`config.mk`:
```
export PLATFORM = sky130hd
export DESIGN_NAME = cdb_arbiter
export DESIGN_NICKNAME = d
export VERILOG_FILES = /design/src/rtl/cdb_arbiter_pkg.sv /design/src/rtl/cdb_arbiter_rr.sv /design/src/rtl/cdb_arbiter.sv
export SDC_FILE = /design/constraint.sdc
export NUM_CORES = 1
export LEC_CHECK = 0
export ABC_CLOCK_PERIOD_IN_PS = 1900
export BUFFER_PORTS_ARGS = -buffer_cell sky130_fd_sc_hd__buf_2
export CAP_MARGIN = 0
export CORE_MARGIN = 1
export CORE_UTILIZATION = 34
export DETAILED_ROUTE_END_ITERATION = 8
export PLACE_DENSITY = 0.85
export SETUP_SLACK_MARGIN = 0.5
export SLEW_MARGIN = 20
export SYNTH_ARGS = -nofsm -noshare
export SYNTH_HDL_FRONTEND = slang
export SYNTH_SLANG_ARGS = --single-unit
export TNS_END_PERCENT = 1
```
`constraint.sdc`:
```
create_clock -name clk -period 1.9 [get_ports clk]
set_input_delay 0.285 -clock clk [delete_from_list [all_inputs] [get_ports clk]]
set_output_delay 0.285 -clock clk [all_outputs]
set_load 0.1 [all_outputs]
```
`src/rtl/cdb_arbiter_pkg.sv`:
```
// Shared tag encoding for the CDB arbiter and queues.
// Label 0 means "no pending producer".
package cdb_arbiter_pkg;

  localparam int LABEL_W = 5;
  localparam logic [LABEL_W-1:0] NO_LABEL = '0;

endpackage

`ifndef CDB_TAGS_DEFINED
`define CDB_TAGS_DEFINED
`define Q0 5'd0
`define Q1 5'd1
`define Q2 5'd2
`define Q3 5'd3
`define Q4 5'd4
`define Q5 5'd5
`define Q6 5'd6
`define Q7 5'd7
`endif

```
`src/rtl/cdb_arbiter_rr.sv`:
```
// Round-robin grant generator: rotate requests by rrPtr,
// isolate the lowest set bit, rotate the one-hot grant back.
module rr_arbiter #(
    parameter int N = 4
) (
    input  logic         clk,
    input  logic         RST,
    input  logic [N-1:0] req,
    input  logic         advance,
    output logic [N-1:0] grant
);

    localparam int PW = (N > 1) ? $clog2(N) : 1;

    logic [PW-1:0]  rrPtr;
    logic [PW-1:0]  nextPtr;
    logic [2*N-1:0] reqDbl;
    logic [2*N-1:0] priDbl;
    logic [N-1:0]   rot;
    logic [N-1:0]   pri;

    always_comb begin
        reqDbl = {req, req} >> rrPtr;
        rot    = reqDbl[N-1:0];
        pri    = rot & (~rot + N'(1));
        priDbl = {pri, pri} << rrPtr;
        grant  = priDbl[2*N-1:N];
    end

    always_comb begin
        nextPtr = rrPtr;
        for (int i = 0; i < N; i++) begin
            if (grant[i]) begin
                nextPtr = (i == N - 1) ? '0 : PW'(i + 1);
            end
        end
    end

    always_ff @(posedge clk or posedge RST) begin
        if (RST) begin
            rrPtr <= '0;
        end else if (advance) begin
            rrPtr <= nextPtr;
        end
    end

endmodule

```
`src/rtl/cdb_arbiter.sv`:
```
// Common Data Bus arbiter: one registered broadcast per cycle, round-robin.
// Define CDB_STATS_EN to add the bc_count / conflict_count statistics outputs.
module cdb_arbiter
    import cdb_arbiter_pkg::*;
#(
    parameter int NUM_REQ = 4,
    parameter int DATA_W  = 32,
    parameter int LABEL_W = cdb_arbiter_pkg::LABEL_W
) (
    input  logic                       clk,
    input  logic                       RST,
    input  logic [NUM_REQ-1:0]         req_valid,
    input  logic [NUM_REQ*LABEL_W-1:0] req_label,
    input  logic [NUM_REQ*DATA_W-1:0]  req_data,
    output logic [NUM_REQ-1:0]         req_ready,
    output logic                       BCEN,
    output logic [LABEL_W-1:0]         BClabel,
    output logic [DATA_W-1:0]          BCdata
`ifdef CDB_STATS_EN
    ,
    output logic [31:0]                bc_count,
    output logic [31:0]                conflict_count
`endif
);

    logic               transfer;
    logic [LABEL_W-1:0] selLabel;
    logic [DATA_W-1:0]  selData;

    rr_arbiter #(.N(NUM_REQ)) uArb (
        .clk    (clk),
        .RST    (RST),
        .req    (req_valid),
        .advance(transfer),
        .grant  (req_ready)
    );

    always_comb begin
        transfer = |(req_valid & req_ready);
        selLabel = '0;
        selData  = '0;
        for (int i = 0; i < NUM_REQ; i++) begin
            if (req_ready[i]) begin
                selLabel = selLabel | req_label[i*LABEL_W +: LABEL_W];
                selData  = selData  | req_data[i*DATA_W +: DATA_W];
            end
        end
    end

    // A zero tag still takes its slot but must never wake a consumer.
    always_ff @(posedge clk or posedge RST) begin
        if (RST) begin
            BCEN    <= 1'b0;
            BClabel <= '0;
            BCdata  <= '0;
        end else if (transfer && selLabel != LABEL_W'(NO_LABEL)) begin
            BCEN    <= 1'b1;
            BClabel <= selLabel;
            BCdata  <= selData;
        end else begin
            BCEN    <= 1'b0;
            BClabel <= '0;
            BCdata  <= '0;
        end
    end

`ifdef CDB_STATS_EN
    always_ff @(posedge clk or posedge RST) begin
        if (RST) begin
            bc_count       <= '0;
            conflict_count <= '0;
        end else begin
            if (BCEN) begin
                bc_count <= bc_count + 32'd1;
            end
            if ($countones(req_valid) >= 2) begin
                conflict_count <= conflict_count + 32'd1;
            end
        end
    end
`endif

endmodule

```
==> reports/results.ini <==
[run_status]
status = finished with violations
violations = setup timing

[place]
gp_congestion = 0.842
placedInstanceArea_um2 = 3220
dp_hpwl_um = 5660
portBuffers = 195
dp_slack_ns = -0.241
place_inst = 464

[setup_path]
worstSetupStartpoint = uArb.rrPtr[0]
arrival_ns = 2.25
worst_setup_path_start_kind = flip-flop
r2r_cells = 7
reg2reg_to = BCdata[22]
r2r_start = uArb.rrPtr[0]
endpoint = BCdata[22]
critPathMaxFanout = 16
reg2reg_setup_slack_ns = -0.20
endpoint_kind = flip-flop
crit_type = flip-flop to flip-flop
critPathRequiredTime_ns = 2.05

[run]
maxCapViolCount = 0

[route]
drc = 0
drtIter0Drc = 243
antenna_left = 0
routed_wl_um = 7630
wl_per_cell_um = 16.0
drt-vias-per-instance = 5.55
via_count = 2643
first_pass_iters = 8

[synth]
synthCells = 201
ys_ff_latch = 40
synth.distinct_cells = 29
synth.cell_area_um2 = 2220
yosys_warnings = 0
synth_area_per_cell_um2 = 11.0
synth_fp_nets = 355
seq_area_frac_synth_pct = 45.1

[power_and_ir_drop]
p_sw_share_pct = 60.5
clock_power_share_pct = 10.2
share_comb_of_total_power_pct = 71.4
sequentialPowerShare_pct = 18.4
switchingPower_uw = 4500
power_density_nw_per_um2 = 2140
p_int_uw = 2940
max-vdd-ir-drop_mv = 1.39
p_leak_uw = 0.00186

[clock_tree]
cts.sinks = 40
cts_tree = built
path_clk_slew_ns = 0.08
root_buffer = clkbuf_8
cts_hold_buf = 0
cts_buffer_depth = 2
numCtsBuffers = 5
h-tree-depth = 2
clk_latency_ns = 0.29

[sta]
fin_ws_ns = -0.202
maxSlewViolCount = 0
tns_ns = -6.22
min_period_ns = 2.10
rsz0062_at_grt = true
hold_viol = 0
relSlewSlack_pct = 48.2
worst_pin_slew_ns = 0.772
finClkSkew_ns = 0.00466
fmax_mhz = 476
finalCritPeriodShare_pct = 111
setup_viol_count_final = 36

[floorplanning]
die_width_um = 82.8
die-area_um2 = 6850
fp.coreArea_um2 = 6310
num_rows = 29
die_h_um = 82.8
initial_utilization_pct = 35.1
top_level_ports = 196

[layout]
fillers = 579
area_delta_synth_final_pct = 56.8
final_common_cell = buf_2
design_area_um2 = 3480
final_cell_mix = buf_2, nand2_1, dfrtp_1, a222oi_1, a22oi_1
finalNetCount = 552
multi_input_area_um2 = 972
utilization_pct = 55.1
final_cells = 476
drive_above_1_share_pct = 59.1
regArea_um2 = 1000
num_antenna_cells = 0

[global_route]
grt_overflow = 0
grt_pass1_wl_um = 10900
grt_pass1_vias = 2470
grt_max_degree = 34
antenna_found_initial = 0
track_usage_pct = 20.9

[worst_hold_path]
hold_path_class = primary input to asynchronous set/reset pin

[kinds of logic after synthesis]
| group | Yosys count | synth area share (%) |
|---|---|---|
| buffers and inverters | 25 | 12.3 |
| AO/OA/AOI/OAI | 81 | 31.7 |
| flip-flops | 40 | 45.1 |
| AND/OR/NAND/NOR | 55 | 10.8 |
[cell type report]
type	count	share of cell area (%)
repair buffers	214	36.7
flip-flops and latches	40	28.9
multi-input cells	136	28.0
clock buffers	7	2.77
well taps	77	2.77
clock inverters	1	0.864
inverters	1	0.108
[per-stage QoR]
step | hold slack [ns] | power, uW
6_report | 0.0356 | 7440
5_1_grt | 0.0649 | 7800
4_1_cts | 0.0463 | 7350
3_5_place_dp | 0.365 | 6460
3_3_place_gp | 0.343 | 6370
2_1_floorplan | 0.398 | 5660
[worst max-delay path, cell delays in order, from the launching register on]
cell and delay, ns:
dfrtp_2 0.43, a21o_1 0.15, a21oi_2 0.05, o21a_2 0.23
a222oi_1 0.47, and4_4 0.35, clkbuf_16 0.18, a22oi_1 0.10
[what timing repair did]
action                                  CTS  global route
gates resized for setup                  15            10
endpoints found under the setup margin   44            45
buffers inserted                          3             0
cloned                                    0             1
hold endpoints to repair                  0             0
pin swaps                                 6            10
[per-layer routing]
| metal | up-vias | global-route usage, % | part of all wire (%) |
|---|---|---|---|
| met4 | 0 | 7.41 | 1.5 |
| li1 | 1211 | - | - |
| met3 | 14 | 4.62 | 8.3 |
| met2 | 166 | 39.7 | 52 |
| met1 | 1252 | 22.3 | 38 |
| met5 | - | 0 | 0 |
[power by group through the flow]
| stage | clock network (uW) | registers, uW | logic (uW) |
|---|---|---|---|
| 3_3_place_gp | 0 | 1370 | 5000 |
| 6_report | 756 | 1370 | 5320 |
| 3_5_place_dp | 0 | 1390 | 5070 |
| 2_1_floorplan | 0 | 4080 | 1580 |
| 5_1_grt | 813 | 1420 | 5560 |
| 4_1_cts | 782 | 1370 | 5200 |
[registers in the layout, indices dropped and copies added, names as in the netlist]
name        cells
BCEN            1
BCdata         32
BClabel         5
uArb.rrPtr      2
[synthesized netlist by cell type, drive strengths merged]
master,instances,area (um2)
a21oi,2,10.0
nor2b,2,12.5
a222oi,36,360
a21o,1,7.51
or2,1,6.26
and3b,1,8.76
inv,1,3.75
and3,1,11.3
and4,1,8.76
o21ai,1,5.00
a32o,1,10.0
a22oi,34,255
dlygate4sd1,1,8.76
nand2,42,158
o21bai,1,7.51
and2,1,7.51
clkbuf,12,135
a211o,1,10.0
a221o,1,10.0
o211a,1,10.0
nor3,4,20.0
o21a,1,7.51
dfrtp,40,1000
nor2,2,7.51
buf,11,125
o31a,1,10.0
[worst min-delay path by stage]
stage / startpoint / end / slack [ns] / depth (start not counted)
6_report: RST / BCdata[27] / 0.04 / 2
5_1_grt: RST / BCdata[18] / 0.06 / 2
4_1_cts: RST / BCdata[24] / 0.05 / 2
3_5_place_dp: RST / BCdata[18] / 0.36 / 2
3_3_place_gp: RST / BCdata[17] / 0.34 / 2
2_1_floorplan: req_label[10] / BClabel[0] / 0.40 / 2
No activity file was read; power rests on OpenSTA's default activity.
